File: src/rtl/replica_pkg.sv
// Shared types for the replica annealing datapath.
// Move encoding, city count and RNG state type.
package replica_pkg;

    // Number of cities in the tour; legal city indices are 1..city_num-1.
    localparam int city_num = 30;

    // THR encodes as 0 and is never proposed.
    typedef enum logic [1:0] {
        THR = 2'd0,
        TWO = 2'd1,
        OR0 = 2'd2,
        OR1 = 2'd3
    } opt_command;

    typedef struct packed {
        opt_command command;
        logic [6:0] k;
        logic [6:0] l;
    } opt_t;

    typedef logic [31:0] rng_state_t;

endpackage

File: src/rtl/xorshift32.sv
// xorshift32 next-state function (combinational).
// Ports: i_x current state, o_x next state.
module xorshift32
    import replica_pkg::*;
(
    input  rng_state_t i_x,
    output rng_state_t o_x
);

    rng_state_t w_a;
    rng_state_t w_b;

    assign w_a = i_x ^ (i_x << 13);
    assign w_b = w_a ^ (w_a >> 17);
    assign o_x = w_b ^ (w_b << 5);

endmodule

File: src/rtl/opt_generator.sv
// Random move proposer: decodes xorshift32 state into opt_t,
// drops illegal moves, offers legal ones over valid/ready.
// Ports: clk, rst_n (sync, active-low), enable, seed_we, seed_i,
//        opt_valid, opt_ready, opt_o {command,K,L}, reject_cnt.
module opt_generator
    import replica_pkg::*;
#(
    parameter rng_state_t SEED     = 32'h2545_F491,
    parameter int         CITY_NUM = city_num
) (
    input  logic                     clk,
    input  logic                     rst_n,
    input  logic                     enable,
    input  logic                     seed_we,
    input  logic [31:0]              seed_i,
    output logic                     opt_valid,
    input  logic                     opt_ready,
    output logic [$bits(opt_t)-1:0]  opt_o,
    output logic [15:0]              reject_cnt
);

    localparam logic [7:0] MAX_IDX = 8'(CITY_NUM - 1);

    rng_state_t  r_x;
    opt_t        r_opt;
    logic        r_valid;
    logic [15:0] r_reject_cnt;

    rng_state_t  w_x_next;
    opt_t        w_cand;
    logic [7:0]  w_k8;
    logic [7:0]  w_l8;
    logic        w_in_range;
    logic        w_legal;
    logic        w_slot_free;
    logic        w_draw;

    xorshift32 u_rng (
        .i_x (r_x),
        .o_x (w_x_next)
    );

    // Candidate comes from the current state, before it advances.
    always_comb begin
        w_cand         = '0;
        w_cand.command = opt_command'(r_x[1:0]);
        w_cand.k       = r_x[8:2];
        w_cand.l       = r_x[15:9];
    end

    // Widen to 8 bits so L+1 cannot wrap in the OR1 test.
    assign w_k8 = {1'b0, w_cand.k};
    assign w_l8 = {1'b0, w_cand.l};

    assign w_in_range = (w_k8 >= 8'd1) && (w_k8 <= MAX_IDX) &&
                        (w_l8 >= 8'd1) && (w_l8 <= MAX_IDX);

    always_comb begin
        w_legal = 1'b0;
        unique case (w_cand.command)
            TWO, OR0: w_legal = w_in_range && (w_k8 < w_l8);
            OR1:      w_legal = w_in_range && (w_k8 > w_l8 + 8'd1);
            default:  w_legal = 1'b0;
        endcase
    end

    assign w_slot_free = !r_valid || opt_ready;
    assign w_draw      = enable && w_slot_free && !seed_we;

    always_ff @(posedge clk) begin
        if (!rst_n) begin
            r_x          <= SEED;
            r_opt        <= '0;
            r_valid      <= 1'b0;
            r_reject_cnt <= '0;
        end else begin
            // Seed load wins over a draw; a zero seed would lock the RNG.
            if (seed_we) begin
                r_x <= (seed_i == 32'd0) ? SEED : seed_i;
            end else if (w_draw) begin
                r_x <= w_x_next;
            end

            if (w_draw) begin
                if (w_legal) begin
                    r_opt   <= w_cand;
                    r_valid <= 1'b1;
                end else begin
                    if (opt_ready) begin
                        r_valid <= 1'b0;
                    end
                    if (r_reject_cnt != 16'hFFFF) begin
                        r_reject_cnt <= r_reject_cnt + 16'd1;
                    end
                end
            end else if (opt_ready) begin
                r_valid <= 1'b0;
            end
        end
    end

    assign opt_valid  = r_valid;
    assign opt_o      = r_opt;
    assign reject_cnt = r_reject_cnt;

endmodule

File: config.mk
export PLATFORM = sky130hd
export DESIGN_NAME = opt_generator
export DESIGN_NICKNAME = d
export VERILOG_FILES = /design/src/rtl/replica_pkg.sv /design/src/rtl/xorshift32.sv /design/src/rtl/opt_generator.sv
export SDC_FILE = /design/constraint.sdc
export NUM_CORES = 1
export LEC_CHECK = 0
export ABC_CLOCK_PERIOD_IN_PS = 6400
export BUFFER_PORTS_ARGS = -buffer_cell sky130_fd_sc_hd__buf_4
export CAP_MARGIN = 10
export CORE_ASPECT_RATIO = 0.5
export CORE_MARGIN = 2
export CORE_UTILIZATION = 40
export CTS_CLUSTER_DIAMETER = 200
export DETAILED_ROUTE_END_ITERATION = 6
export GPL_ROUTABILITY_DRIVEN = 1
export PLACE_DENSITY = 0.66
export SLEW_MARGIN = 40
export SYNTH_ARGS = -nofsm -noshare
export SYNTH_HDL_FRONTEND = slang
export SYNTH_SLANG_ARGS = --single-unit
File: constraint.sdc
create_clock -name clk -period 6.4 [get_ports clk]
set_input_delay 0.32 -clock clk [delete_from_list [all_inputs] [get_ports clk]]
set_output_delay 0.32 -clock clk [all_outputs]
set_load 0.05 [all_outputs]
==> impl_metrics.tcl <==
set metrics [dict create \
    postCtsSetupBuffers 0 \
    crit_chain "ha_1 -> nand3_1 -> xnor2_1 -> ha_1 -> and3_4 -> a221o_1 -> o211ai_2 -> a22oi_2 -> buf_4 -> nor4b_2 -> mux2i_1" \
    p_sw_share_pct 33.6 \
    maxCapViolations 0 \
    core_um2 10100 \
    diodes 0 \
    cp_max_fo 17 \
    regToRegEndpoint "reject_cnt[5]" \
    reg2regPathDepth 11 \
    whs_endpoint "r_x[1]" \
    die_w_um 147 \
    synth_area_leaders "dfxtp_1 32%, xnor2_1 12%, mux2i_1 6.3%" \
    status "finished clean" \
    cp.required_ns 6.65 \
    p_switching_mw 0.497 \
    p_leak_nw 2.09 \
    synthFlopType "dfxtp_1" \
    r2r_slack_ns 3.21 \
    rsz0062_at_grt "false" \
    path_class "flop to flop" \
    critPathMaxStageDelay_ns 0.63 \
    die_area_um2 11200 \
    period_share_pct 49.8 \
    port_buffers 69 \
    utilization_pct 48.9 \
    drt_iter0_drc 268 \
    grt-ovfl-total 0 \
    drive_above_1_share_pct 17.5 \
    syn_avg_cell_area_um2 8.37 \
    worst_pin_slew_ns 0.782 \
    core.rowCount 26 \
    syn_area_um2 4120 \
    gp_congestion 0.912 \
    skew_ns 0.00487 \
    synth_area_leader_cell "dfxtp_1" \
    clockBufferDepth 2 \
    numClockSinks 65 \
    wl_um 10900 \
    dieHeight_um 75.7 \
    slew_headroom_pct 47.8 \
    top_layer "met4" \
    period_needed_ns 3.19 \
    synth_top_area_share_pct 31.6 \
    numCtsBuffers 9 \
    grt_first_pass_wirelength_um 17400 \
    clock_latency_ns 0.33 \
    synth_edf_count 0 \
    seqCellArea_um2 1300 \
    postSynthCellCount 492 \
    ys_types 51 \
    crit_arrival_ns 3.44 \
    drt-met1-wl_um 5410 \
    async_reset_ff_share_pct 0 \
    end_kind "flop" \
    startpoint_type "flop" \
    antenna_found_initial 0 \
    route.met2.wl_um 4710 \
    grt_pass1_vias 3337 \
    hold_slack_ns 0.232 \
    io_pins 70 \
    rr_startpoint "r_x[10]" \
    vdd_drop_max_uv 121 \
    ctsResizeCount 0 \
    power_mw 1.48 \
    vias_per_cell 5.22 \
    start_util_pct 40.7 \
    grt_max_degree 65 \
    comb_power_share_pct 32.7 \
    setup_viol_count_final 0 \
    dr_total_vias 3557 \
    multi_input_comb_area_um2 2610 \
    drc 0 \
    seqPwrFrac_pct 34.3 \
    cts_hold_buf 0 \
    hpwlAfterDp_um 7710 \
    htree_levels 3 \
    synth-seq-cells 65 \
    cts_tree "yes" \
    max_freq_mhz 314 \
    synthesis.nets 546 \
    area_growth_pct 20.2 \
    place_area_um2 4650 \
    hold_path_class "primary input to flop" \
    dr.pass1.iters 5 \
    ant_nets 0 \
    wire_per_inst_um 16.0 \
    clockPowerShare_pct 33.0 \
    wl_met3_um 654 \
    tns_ns 0 \
    layout.nets 591 \
    p_int_mw 0.982 \
    cts_root_buf "clkbuf_16" \
    min_from "seed_i[1]" \
    power.density_nw_per_um2 299 \
    cp_common_cell "ha_1" \
    slew_viol_final 0 \
    clkTransAtPathRegs_ns 0.05 \
    synth_warnings 0 \
    cp_slowest_cell "dfxtp_1" \
    min_path_cells 3 \
    n_fill_cell 972 \
    synth-seq-area-share_pct 31.6 \
    hold_viol_final 0 \
    fin_area_um2 4950 \
    grt_usage_pct 20.1 \
]
[cells in the mapped netlist, types with 2 or more instances]
| master | number |
|---|---|
| nand2_1 | 69 |
| dfxtp_1 | 65 |
| xnor2_1 | 55 |
| nor2_1 | 27 |
| mux2i_1 | 26 |
| xor2_1 | 26 |
| clkbuf_1 | 24 |
| ha_1 | 17 |
| o211ai_1 | 14 |
| o22ai_1 | 14 |
| o21ai_0 | 12 |
| a21oi_1 | 11 |
| nand2b_1 | 11 |
| nand4_1 | 11 |
| nor4_1 | 11 |
| and3_1 | 10 |
| inv_1 | 10 |
| nand3_1 | 9 |
| or3_1 | 9 |
| and2_1 | 6 |
| buf_2 | 6 |
| nor3_1 | 5 |
| a31oi_1 | 3 |
| buf_4 | 3 |
| o211a_1 | 3 |
| o21ai_1 | 3 |
| a211oi_1 | 2 |
| a21o_1 | 2 |
| buf_1 | 2 |
| buf_6 | 2 |
| nor2b_1 | 2 |
| o21a_1 | 2 |
| or4_1 | 2 |
[power groups by stage]
stage	Sequential (mW)	Combinational, mW	Clock (mW)
detailed placement	0.515	0.471	0
floorplan	0.474	0.410	0
global placement	0.514	0.470	0
CTS	0.506	0.478	0.493
global route	0.513	0.530	0.512
finish	0.508	0.484	0.488
[cell usage in the layout, fill, tap and decap left out, drive strengths merged, types with 5 or more instances in the layout]
cell,netlist,final
nand4,11,11
dfxtp,65,65
buf,13,71
nand2b,11,11
or3,9,9
nand3,9,9
inv,10,10
nor2,27,27
o211ai,15,15
nor3,5,5
mux2i,26,26
ha,17,17
o22ai,14,14
and2,6,6
xnor2,56,56
o21ai,15,15
nand2,70,70
a21oi,12,12
clkbuf,24,13
and3,12,12
nor4,11,11
xor2,26,26
[cell type report]
cell class                      instances  share of cell area, %
Clock inverter                          3                  0.810
Clock buffer                           13                   5.06
Sequential cell                        65                   26.3
Tap cell                              140                   3.54
Inverter                               10                  0.759
Timing Repair Buffer                   71                   10.8
Multi-Input combinational cell        380                   52.7
[cell families (layout without fill, tap and decap cells)]
family | after synthesis | after routing | share of synthesized area, %
and+or+nand+nor | 180 | 180 | 21.6
AOI/OAI and AO/OA | 75 | 75 | 12.5
xor gates and xnor gates | 82 | 82 | 17.6
buffers and inverters | 47 | 97 | 5.11
DFF | 65 | 65 | 31.6
adders and majority gates | 17 | 17 | 5.17
muxes | 26 | 26 | 6.32
[per-stage QoR]
stage | cells | setup slack, ns
2_1_floorplan | 492 | 3.82
3_5_place_dp | 665 | 3.26
4_1_cts | 681 | 3.25
3_3_place_gp | 665 | 3.36
6_report | 682 | 3.21
5_1_grt | 682 | 2.99
[state kept, by name, summed over array words and instances (netlist names)]
| name | flops |
|---|---|
| opt_o | 16 |
| opt_valid | 1 |
| reject_cnt | 16 |
| r_x | 32 |
[how the worst max path moves through the flow]
stage / to / start / slack, ns / depth (start not counted)
global route: reject_cnt[5] / r_x[10] / 2.99 / 11
finish: reject_cnt[5] / r_x[10] / 3.21 / 11
global placement: reject_cnt[1] / r_x[10] / 3.36 / 10
detailed placement: reject_cnt[5] / r_x[10] / 3.26 / 10
floorplan: reject_cnt[5] / r_x[11] / 3.82 / 12
CTS: reject_cnt[5] / r_x[10] / 3.25 / 10
[worst max-delay path, delay by kind of cell (launching register included)]
family | cells | cell delay (ns)
adders and majority gates | 2 | 0.59
muxes | 1 | 0.23
and+or+nand+nor | 3 | 0.61
buffers and inverters | 1 | 0.22
AOI/OAI and AO/OA | 3 | 0.68
xor gates and xnor gates | 1 | 0.15
DFF | 1 | 0.63
[per-layer routing]
layer	track usage (%)	vias up
met5	0	-
met4	5.34	0
met1	28.1	1627
met3	4.67	14
met2	31.7	117
li1	-	1799
No activity file was read; power rests on OpenSTA's default activity.
